[src/rtl/imem_word_reader_pkg.sv]
// rtl/imem_word_reader_pkg.sv - shared state encoding and byte-lane mapping for the word reader
package imem_word_reader_pkg;

    typedef enum logic [2:0] {
        ST_IDLE  = 3'd0,
        ST_READ  = 3'd1,
        ST_DRAIN = 3'd2,
        ST_SEND  = 3'd3,
        ST_FIN   = 3'd4
    } state_t;

    localparam int BYTES_PER_WORD = 4;

    // Big-endian lane placement; the program loader uses the same constants,
    // so byte at the lowest address always lands in the top byte of the word.
    localparam int LANE0_LSB = 24;
    localparam int LANE1_LSB = 16;
    localparam int LANE2_LSB = 8;
    localparam int LANE3_LSB = 0;

endpackage

[src/rtl/imem_word_reader_if.sv]
// rtl/imem_word_reader_if.sv - memory read port and word output stream bundle
//   master: the reader (drives strobe/address, word stream)
//   slave : memory + consumer (drives read data and out_ready)
interface imem_word_reader_if #(
    parameter int ADDR_WIDTH = 10,
    parameter int CNT_WIDTH  = 8
);
    logic                  mem_rd_en;
    logic [ADDR_WIDTH-1:0] mem_addr;
    logic [7:0]            mem_rdata;
    logic                  out_valid;
    logic                  out_ready;
    logic [31:0]           out_data;
    logic [CNT_WIDTH-1:0]  out_index;
    logic                  out_last;

    modport master (
        output mem_rd_en, mem_addr,
        input  mem_rdata,
        output out_valid, out_data, out_index, out_last,
        input  out_ready
    );

    modport slave (
        input  mem_rd_en, mem_addr,
        output mem_rdata,
        input  out_valid, out_data, out_index, out_last,
        output out_ready
    );
endinterface

[src/rtl/imem_word_reader_byte_word_assembler.sv]
// rtl/imem_word_reader_byte_word_assembler.sv - places captured bytes into big-endian lanes of a word
//   clk, reset : clock, async active-high clear
//   cap_en     : capture rdata this cycle
//   cap_lane   : lane index 0..3 (0 = bits 31:24)
//   rdata      : byte from memory
//   word       : assembled 32-bit word
module byte_word_assembler
    import imem_word_reader_pkg::*;
(
    input  logic        clk,
    input  logic        reset,
    input  logic        cap_en,
    input  logic [1:0]  cap_lane,
    input  logic [7:0]  rdata,
    output logic [31:0] word
);

    always_ff @(posedge clk or posedge reset) begin
        if (reset) begin
            word <= 32'h0;
        end else if (cap_en) begin
            case (cap_lane)
                2'd0:    word[LANE0_LSB +: 8] <= rdata;
                2'd1:    word[LANE1_LSB +: 8] <= rdata;
                2'd2:    word[LANE2_LSB +: 8] <= rdata;
                default: word[LANE3_LSB +: 8] <= rdata;
            endcase
        end
    end

endmodule

[src/rtl/imem_word_reader.sv]
// rtl/imem_word_reader.sv - reads N big-endian 32-bit words from byte-wide memory and streams them out
//   clk, reset              : clock, async active-high reset
//   start/base_addr/word_count : request, sampled only when idle
//   bus (master)            : mem_rd_en/mem_addr/mem_rdata byte port, out_* word stream
//   busy, done, err         : status; done/err are single-cycle pulses
module imem_word_reader
    import imem_word_reader_pkg::*;
#(
    parameter int ADDR_WIDTH = 10,
    parameter int CNT_WIDTH  = 8
) (
    input  logic                  clk,
    input  logic                  reset,
    input  logic                  start,
    input  logic [ADDR_WIDTH-1:0] base_addr,
    input  logic [CNT_WIDTH-1:0]  word_count,
    imem_word_reader_if.master    bus,
    output logic                  busy,
    output logic                  done,
    output logic                  err
);

    localparam logic [1:0] LAST_LANE = 2'(BYTES_PER_WORD - 1);

    state_t                state;
    logic [ADDR_WIDTH-1:0] word_addr;
    logic [CNT_WIDTH-1:0]  count_q;
    logic [CNT_WIDTH-1:0]  index_q;
    logic [1:0]            rd_lane;
    logic                  rd_en_q;
    logic [ADDR_WIDTH-1:0] addr_q;
    logic                  valid_q;
    logic                  last_q;
    // Memory returns data one cycle after the strobe, so capture trails the
    // strobe by one cycle carrying the lane it was issued for.
    logic                  cap_en;
    logic [1:0]            cap_lane;
    logic [31:0]           word;

    byte_word_assembler u_asm (
        .clk      (clk),
        .reset    (reset),
        .cap_en   (cap_en),
        .cap_lane (cap_lane),
        .rdata    (bus.mem_rdata),
        .word     (word)
    );

    assign bus.mem_rd_en = rd_en_q;
    assign bus.mem_addr  = addr_q;
    assign bus.out_valid = valid_q;
    assign bus.out_data  = word;
    assign bus.out_index = index_q;
    assign bus.out_last  = last_q;

    always_ff @(posedge clk or posedge reset) begin
        if (reset) begin
            state     <= ST_IDLE;
            word_addr <= '0;
            count_q   <= '0;
            index_q   <= '0;
            rd_lane   <= 2'd0;
            rd_en_q   <= 1'b0;
            addr_q    <= '0;
            valid_q   <= 1'b0;
            last_q    <= 1'b0;
            cap_en    <= 1'b0;
            cap_lane  <= 2'd0;
            busy      <= 1'b0;
            done      <= 1'b0;
            err       <= 1'b0;
        end else begin
            cap_en   <= rd_en_q;
            cap_lane <= rd_lane;
            case (state)
                ST_IDLE: begin
                    done <= 1'b0;
                    err  <= 1'b0;
                    if (start) begin
                        busy <= 1'b1;
                        if (base_addr[1:0] != 2'b00) begin
                            state <= ST_FIN;
                            done  <= 1'b1;
                            err   <= 1'b1;
                        end else if (word_count == '0) begin
                            state <= ST_FIN;
                            done  <= 1'b1;
                        end else begin
                            state     <= ST_READ;
                            word_addr <= base_addr;
                            count_q   <= word_count;
                            index_q   <= '0;
                            rd_lane   <= 2'd0;
                            rd_en_q   <= 1'b1;
                            addr_q    <= base_addr;
                        end
                    end
                end
                ST_READ: begin
                    if (rd_lane == LAST_LANE) begin
                        rd_en_q <= 1'b0;
                        state   <= ST_DRAIN;
                    end else begin
                        rd_lane <= rd_lane + 2'd1;
                        addr_q  <= addr_q + ADDR_WIDTH'(1);
                    end
                end
                ST_DRAIN: begin
                    // Lane 3 lands in the assembler on this same edge.
                    valid_q <= 1'b1;
                    last_q  <= (index_q == count_q - CNT_WIDTH'(1));
                    state   <= ST_SEND;
                end
                ST_SEND: begin
                    if (bus.out_ready) begin
                        valid_q <= 1'b0;
                        last_q  <= 1'b0;
                        if (last_q) begin
                            state <= ST_FIN;
                            done  <= 1'b1;
                        end else begin
                            word_addr <= word_addr + ADDR_WIDTH'(BYTES_PER_WORD);
                            addr_q    <= word_addr + ADDR_WIDTH'(BYTES_PER_WORD);
                            index_q   <= index_q + CNT_WIDTH'(1);
                            rd_lane   <= 2'd0;
                            rd_en_q   <= 1'b1;
                            state     <= ST_READ;
                        end
                    end
                end
                ST_FIN: begin
                    done  <= 1'b0;
                    err   <= 1'b0;
                    busy  <= 1'b0;
                    state <= ST_IDLE;
                end
                default: begin
                    state <= ST_IDLE;
                    busy  <= 1'b0;
                end
            endcase
        end
    end

endmodule
[src/flat_wrapper.sv]
// flat-port wrapper written by rule: the top's interface ports become plain ports
module imem_word_reader_flat import imem_word_reader_pkg::*;
#(
    parameter int ADDR_WIDTH = 10,
    parameter int CNT_WIDTH  = 8
)
  (clk, reset, start, base_addr, word_count, busy, done, err, bus_mem_rd_en, bus_mem_addr, bus_mem_rdata, bus_out_valid, bus_out_data, bus_out_index, bus_out_last, bus_out_ready);
  imem_word_reader_if #(.ADDR_WIDTH(ADDR_WIDTH), .CNT_WIDTH(CNT_WIDTH)) bus_i ();
  input  logic clk;
  input  logic reset;
  input  logic start;
  input  logic [ADDR_WIDTH-1:0] base_addr;
  input  logic [CNT_WIDTH-1:0] word_count;
  output logic busy;
  output logic done;
  output logic err;
  output wire logic [$bits(bus_i.mem_rd_en)-1:0] bus_mem_rd_en;
  output wire logic [$bits(bus_i.mem_addr)-1:0] bus_mem_addr;
  input wire logic [$bits(bus_i.mem_rdata)-1:0] bus_mem_rdata;
  output wire logic [$bits(bus_i.out_valid)-1:0] bus_out_valid;
  output wire logic [$bits(bus_i.out_data)-1:0] bus_out_data;
  output wire logic [$bits(bus_i.out_index)-1:0] bus_out_index;
  output wire logic [$bits(bus_i.out_last)-1:0] bus_out_last;
  input wire logic [$bits(bus_i.out_ready)-1:0] bus_out_ready;
  assign bus_mem_rd_en = bus_i.mem_rd_en;
  assign bus_mem_addr = bus_i.mem_addr;
  assign bus_i.mem_rdata = bus_mem_rdata;
  assign bus_out_valid = bus_i.out_valid;
  assign bus_out_data = bus_i.out_data;
  assign bus_out_index = bus_i.out_index;
  assign bus_out_last = bus_i.out_last;
  assign bus_i.out_ready = bus_out_ready;
  imem_word_reader #(.ADDR_WIDTH(ADDR_WIDTH), .CNT_WIDTH(CNT_WIDTH)) u_core (.clk(clk), .reset(reset), .start(start), .base_addr(base_addr), .word_count(word_count), .bus(bus_i), .busy(busy), .done(done), .err(err));
endmodule
[config.mk]
export PLATFORM = sky130hd
export DESIGN_NAME = imem_word_reader_flat
export DESIGN_NICKNAME = d
export VERILOG_FILES = /design/src/rtl/imem_word_reader_pkg.sv /design/src/rtl/imem_word_reader_if.sv /design/src/rtl/imem_word_reader_byte_word_assembler.sv /design/src/rtl/imem_word_reader.sv /design/src/flat_wrapper.sv
export SDC_FILE = /design/constraint.sdc
export NUM_CORES = 1
export LEC_CHECK = 0
export CAP_MARGIN = 20
export CORE_MARGIN = 2
export CORE_UTILIZATION = 46
export DETAILED_ROUTE_END_ITERATION = 10
export PLACE_DENSITY = 0.81
export SLEW_MARGIN = 20
export SYNTH_ARGS = -nofsm -noshare
export SYNTH_HDL_FRONTEND = slang
export SYNTH_SLANG_ARGS = --single-unit
[constraint.sdc]
create_clock -name clk -period 2.4 [get_ports clk]
set_input_delay 0.36 -clock clk [delete_from_list [all_inputs] [get_ports clk]]
set_output_delay 0.36 -clock clk [all_outputs]
set_load 0.02 [all_outputs]
After elaboration in Yosys (flattened, before gate mapping)
Cells that the tools add are included.
- memories: 0
- logic and storage cells: 115
- flip-flop bits (word level): 82
- input port bits: 30
- output and inout port bits: 56
- bits in latches: 0
- bits in writable memories: 0
- bits in read-only memories: 0
- $mul: 0
- add/subtract/negate cells: 5
- bitwise operators: 4
- div/mod/pow operators: 0
- reduce and logical (&&, ||, !) cells: 23
- magnitude comparators: 0
- multiplexer cells: 49
- equality and inequality tests: 16
- shifts and indexed selects: 0
- operators with widths (operator ; count):
    10-bit two-way mux ; 6
    8-bit two-way mux ; 5
    10-bit one-hot mux with 3 select lines ; 1
    10-bit one-hot mux with 2 select lines ; 1
    3-bit two-way mux ; 6
    8-bit one-hot mux with 2 select lines ; 1
    1-bit two-way mux ; 15
    7-bit AND reduction ; 2
    2-bit two-way mux ; 6
    2-bit inequality test (second input constant) ; 6
    3-bit one-hot mux with 4 select lines ; 1
    2-bit AND reduction ; 6
    10-bit by 1-bit adder with 10-bit output (second input constant) ; 1
    10-bit by 3-bit adder with 10-bit output (second input constant) ; 1
    8-bit by 1-bit adder with 8-bit output (second input constant) ; 1
    8-bit equality test ; 1
    8-bit logical NOT ; 1
    1-bit one-hot mux with 2 select lines ; 4
    2-bit nonzero test ; 4
    8-bit by 1-bit subtractor with 8-bit output (second input constant) ; 1
    3-bit by 2-bit equality test with 1-bit output (second input constant) ; 2
    1-bit one-hot mux with 3 select lines ; 2
    2-bit one-hot mux with 3 select lines ; 1
    3-bit AND reduction ; 2
    other kinds (13) ; 20

Depth between registers and ports, before layout
- depth in word-level cells: 5
- mapped depth: 7

By module
Synthesis repeated with hierarchy kept, for this count alone.
- cell total of the unflattened synthesis: 387
- area total of the unflattened synthesis: 4162.7 um^2
- modules (own cells, without submodules) (module ; cells each ; times used ; seq. area each (um^2) ; area each (um^2)):
    imem_word_reader ; 318 ; 1 ; 1251.2 ; 2946.6
    byte_word_assembler ; 69 ; 1 ; 800.8 ; 1216.2

Worst setup path before layout
OpenSTA, ideal clock, no wires.
- kind: in2reg
- start: input port word_count[5]
- end: register u_core.word_addr[9]
- arrival time: 1937 ps
- data required time: 2274 ps
- library setup time: 126 ps
- stages on the path: 6
- slack: 337 ps
- buffers on the path: 1
- path through: or4_4 or4_4 nand3_4 buf_8 nor2_1 a221o_1
- longest elaborated chain between the ends: 3
- ends and longest elaborated chain (element ; RTL line ; source):
    from (decl) ; flat_wrapper.sv:13 ; input logic [CNT_WIDTH-1:0] word_count;
    8-bit logical NOT ; imem_word_reader.sv:85 ; end else if (word_count == '0) begin
    2-bit inequality test (no line) ; - ;
    6-bit AND reduction (no line) ; - ;
    to (signal assigned) ; imem_word_reader.sv:90 ; word_addr <= base_addr;
    to (signal assigned) ; imem_word_reader.sv:122 ; word_addr <= word_addr + ADDR_WIDTH'(BYTES_PER_WORD);
    to (decl) ; imem_word_reader.sv:26 ; logic [ADDR_WIDTH-1:0] word_addr;
Every way passes these cells.
A chain may end at the register's enable or synchronous reset.

Worst setup path in the final report
- start: input port base_addr[1]
- end: register u_core.count_q[3]
- longest elaborated chain between the ends: 3
- ends and longest elaborated chain (element ; RTL line ; source):
    from (decl) ; flat_wrapper.sv:12 ; input logic [ADDR_WIDTH-1:0] base_addr;
    2-bit nonzero test ; imem_word_reader.sv:81 ; if (base_addr[1:0] != 2'b00) begin
    1-bit inverter (no line) ; - ;
    4-bit AND reduction (no line) ; - ;
    to (signal assigned) ; imem_word_reader.sv:91 ; count_q <= word_count;
    to (decl) ; imem_word_reader.sv:27 ; logic [CNT_WIDTH-1:0] count_q;
Every way passes these cells.

==> flow_summary.yaml <==
logic_synthesis:
  synth_top_area_cell: "dfrtp_1"
  syn_area_per_cell_um2: 10.55
  synth_nets: 418
  synth_cells: 383
  synth_flop_cell: "dfrtp_1"
  yosysTopAreaCellShare_pct: 50.81
  async_reset_ff_share_pct: 100.0
  ys_seq_area_share_pct: 50.81
  ys_top_cells_by_count: "dfrtp_1 (82), mux2_2 (38), nand2_1 (33), o21ai_0 (33), nor2_1 (29)"
  yosys-top-cells-area: "dfrtp_1 (51%), mux2_2 (11%), o21ai_0 (4.1%)"
  syn-cell-area_um2: 4039
  ys_warn_count: 0
  synth.most_common_cell: "dfrtp_1"
  ys_types: 49
  synth-seq-cells: 82
  synth_edf_count: 0
sta:
  fin_tns_setup_ns: 0
  drv_slew: 0
  timing.fmax_mhz: 441.6
  finalHoldViolations: 0
  final-setup-viol-count: 0
  finClkSkew_ns: 0.01182
  holdWs_ns: 0.4202
  min_period_ns: 2.265
  slew_headroom_pct: 47.80
  tightest_slew_ns: 0.7822
  fin_crit_sh_pct: 94.36
  rsz0062_at_grt: "false"
critical_path:
  r2r_cells: 7
  cp.arrival_ns: 2.52
  cp-start-kind: "input pin"
  cp_max_fo: 15
  reg2reg_slack_ns: 0.31
  r2r-start: "u_core.state[1]"
  end_kind: "flop"
  critPathLaunch: "base_addr[1]"
  r2r-end: "u_core.bus.out_index[7]"
  crit_type: "input pin to flop"
  cp.required_ns: 2.65
min_path:
  holdPathStages: 0
  hold_path.class: "flop to flop"
  min-delay-start: "u_core.rd_lane[0]"
  worstHoldEndpoint: "u_core.cap_lane[0]"
floorplan:
  coreArea_um2: 8636
  die_h_um: 97.70
  initial_core_util_pct: 46.77
  rows: 34
  io-pin-count: 86
  die_w_um: 97.70
  die_area_um2: 9545
power_and_ir_drop:
  vdd_drop_max_mv: 0.5801
  leakagePower_uw: 0.002231
  power.density_nw_per_um2: 1310
detailed_routing:
  wl_per_cell_um: 16.52
  viasPerCell: 5.662
  drt_iter0_markers: 246
  wl_um: 9981
  ant_nets: 0
  dr_total_vias: 3420
  dr.pass1.iters: 5
  drc: 0
cts:
  cts_buffer_depth: 2
  clkTransAtPathRegs_ns: 0.08
  cts_sinks: 82
  numCtsBuffers: 9
  h-tree-depth: 3
  tritoncts: "built"
  clk_latency_ns: 0.35
  holdBufCountCts: 0
  root_buffer: "clkbuf_8"
final_layout:
  antenna_cells: 0
  fin_nets: 526
  fillers: 695
  area_growth_pct: 33.21
  stdcell_count: 604
  drive_gt1_share_pct: 17.54
global_route:
  antenna_found_initial: 0
  grt_pass1_wl_um: 17220
  grt_overflow: 0
  grt_max_degree: 33
  grt_pass1_vias: 3516
  grt_use_total_pct: 22.28
place:
  dp.cells: 588
  dp_hpwl_um: 7432
  portBuffers: 85
  gp_routability_congestion: 0.8448
run_status:
  outcome: "finished, final reports clean"
flow_run:
  max_cap_viol_count: 0
==> placed cells by master, fill, tap and decap left out, types with 3 or more instances in the layout <==
cell type / synthesis / routed
o21ai_0: 33 / 33
nand4_1: 7 / 7
o22ai_1: 3 / 3
xnor2_1: 10 / 10
o31ai_1: 4 / 4
nand3_1: 12 / 12
clkdlybuf4s50_1: 0 / 85
or3_1: 7 / 7
nor3_1: 3 / 3
nand2b_1: 4 / 4
ha_1: 5 / 5
nor2b_1: 6 / 6
buf_4: 1 / 22
nor4_1: 5 / 5
buf_12: 0 / 3
nand3b_1: 3 / 3
and2_1: 7 / 7
a31oi_1: 4 / 4
inv_1: 8 / 7
xor2_1: 9 / 9
mux2_2: 38 / 38
clkbuf_8: 0 / 11
dfrtp_1: 82 / 82
nor2_1: 29 / 29
o311ai_0: 3 / 3
nand2_1: 33 / 33
a21oi_1: 19 / 19
a21o_1: 3 / 3
==> critical path: stages <==
cell and delay, ns:
clkdlybuf4s50_1 0.43, nor2_1 0.29, o21ai_0 0.27, nor3b_4 0.72, buf_4 0.30, nand2_1 0.06
o21ai_0 0.08
==> layout make-up <==
| cell class | count | area (um2) | share of cell area (%) |
|---|---|---|---|
| Clock buffer | 12 | 155.1 | 2.884 |
| Clock inverter | 4 | 26.28 | 0.4884 |
| Inverter | 8 | 33.78 | 0.6279 |
| Multi-Input combinational cell | 280 | 1902 | 35.35 |
| Sequential cell | 82 | 2052 | 38.14 |
| Tap cell | 108 | 135.1 | 2.512 |
| Timing Repair Buffer | 110 | 1076 | 20.00 |
==> where the power goes <==
part	switching (uW)	internal [uW]
clock	481	431
sequential	533	1990
combinational	1780	1830
==> cells by family after synthesis <==
kind of cell,synth area share (%)
simple gates,16.82
flops,50.81
buf+inv,2.385
mux,11.09
fa+ha+maj,1.549
compound gates,13.23
xor+xnor,4.120
==> flip-flops by register name, summed over array words and instances (netlist names), 2 cells and up <==
register,count
u_core.u_asm.word,32
u_core.bus.mem_addr,10
u_core.word_addr,10
u_core.bus.out_index,8
u_core.count_q,8
u_core.state,3
u_core.cap_lane,2
u_core.rd_lane,2
==> routing by layer <==
layer	wire, um	vias up	GRT usage (%)
li1	-	1606	-
met4	150	0	6.731
met5	0	-	0
met1	4233	1650	29.89
met2	4837	150	36.66
met3	760	14	4.748
==> timing repair <==
action                     CTS  global route
setup endpoints to repair    0             1
resized for setup            0             1
buffers inserted             0             0
hold endpoints to repair     0             0
==> per-stage QoR <==
step | worst slack, ns | instance area [um2] | util (%) | power (uW)
after floorplan | 0.3372 | 4043 | - | 4589
after global placement | -0.2131 | 5187 | 60.07 | 6003
after detailed placement | -0.3244 | 5187 | 60.07 | 6152
after CTS | 0.05162 | 5369 | 62.17 | 7082
after global routing | 0.05922 | 5380 | 62.30 | 7547
final | 0.1354 | 5380 | 62.30 | 7046
==> worst max path at each step <==
stage | endpoint | slack (ns) | depth (start not counted)
floorplan | u_core.word_addr[9] | 0.34 | 6
global placement | u_core.count_q[4] | -0.21 | 5
detailed placement | u_core.count_q[3] | -0.32 | 6
CTS | u_core.count_q[3] | 0.05 | 7
global route | u_core.count_q[0] | 0.06 | 7
finish | u_core.count_q[3] | 0.14 | 7
Power figures use the tool's default switching activity.
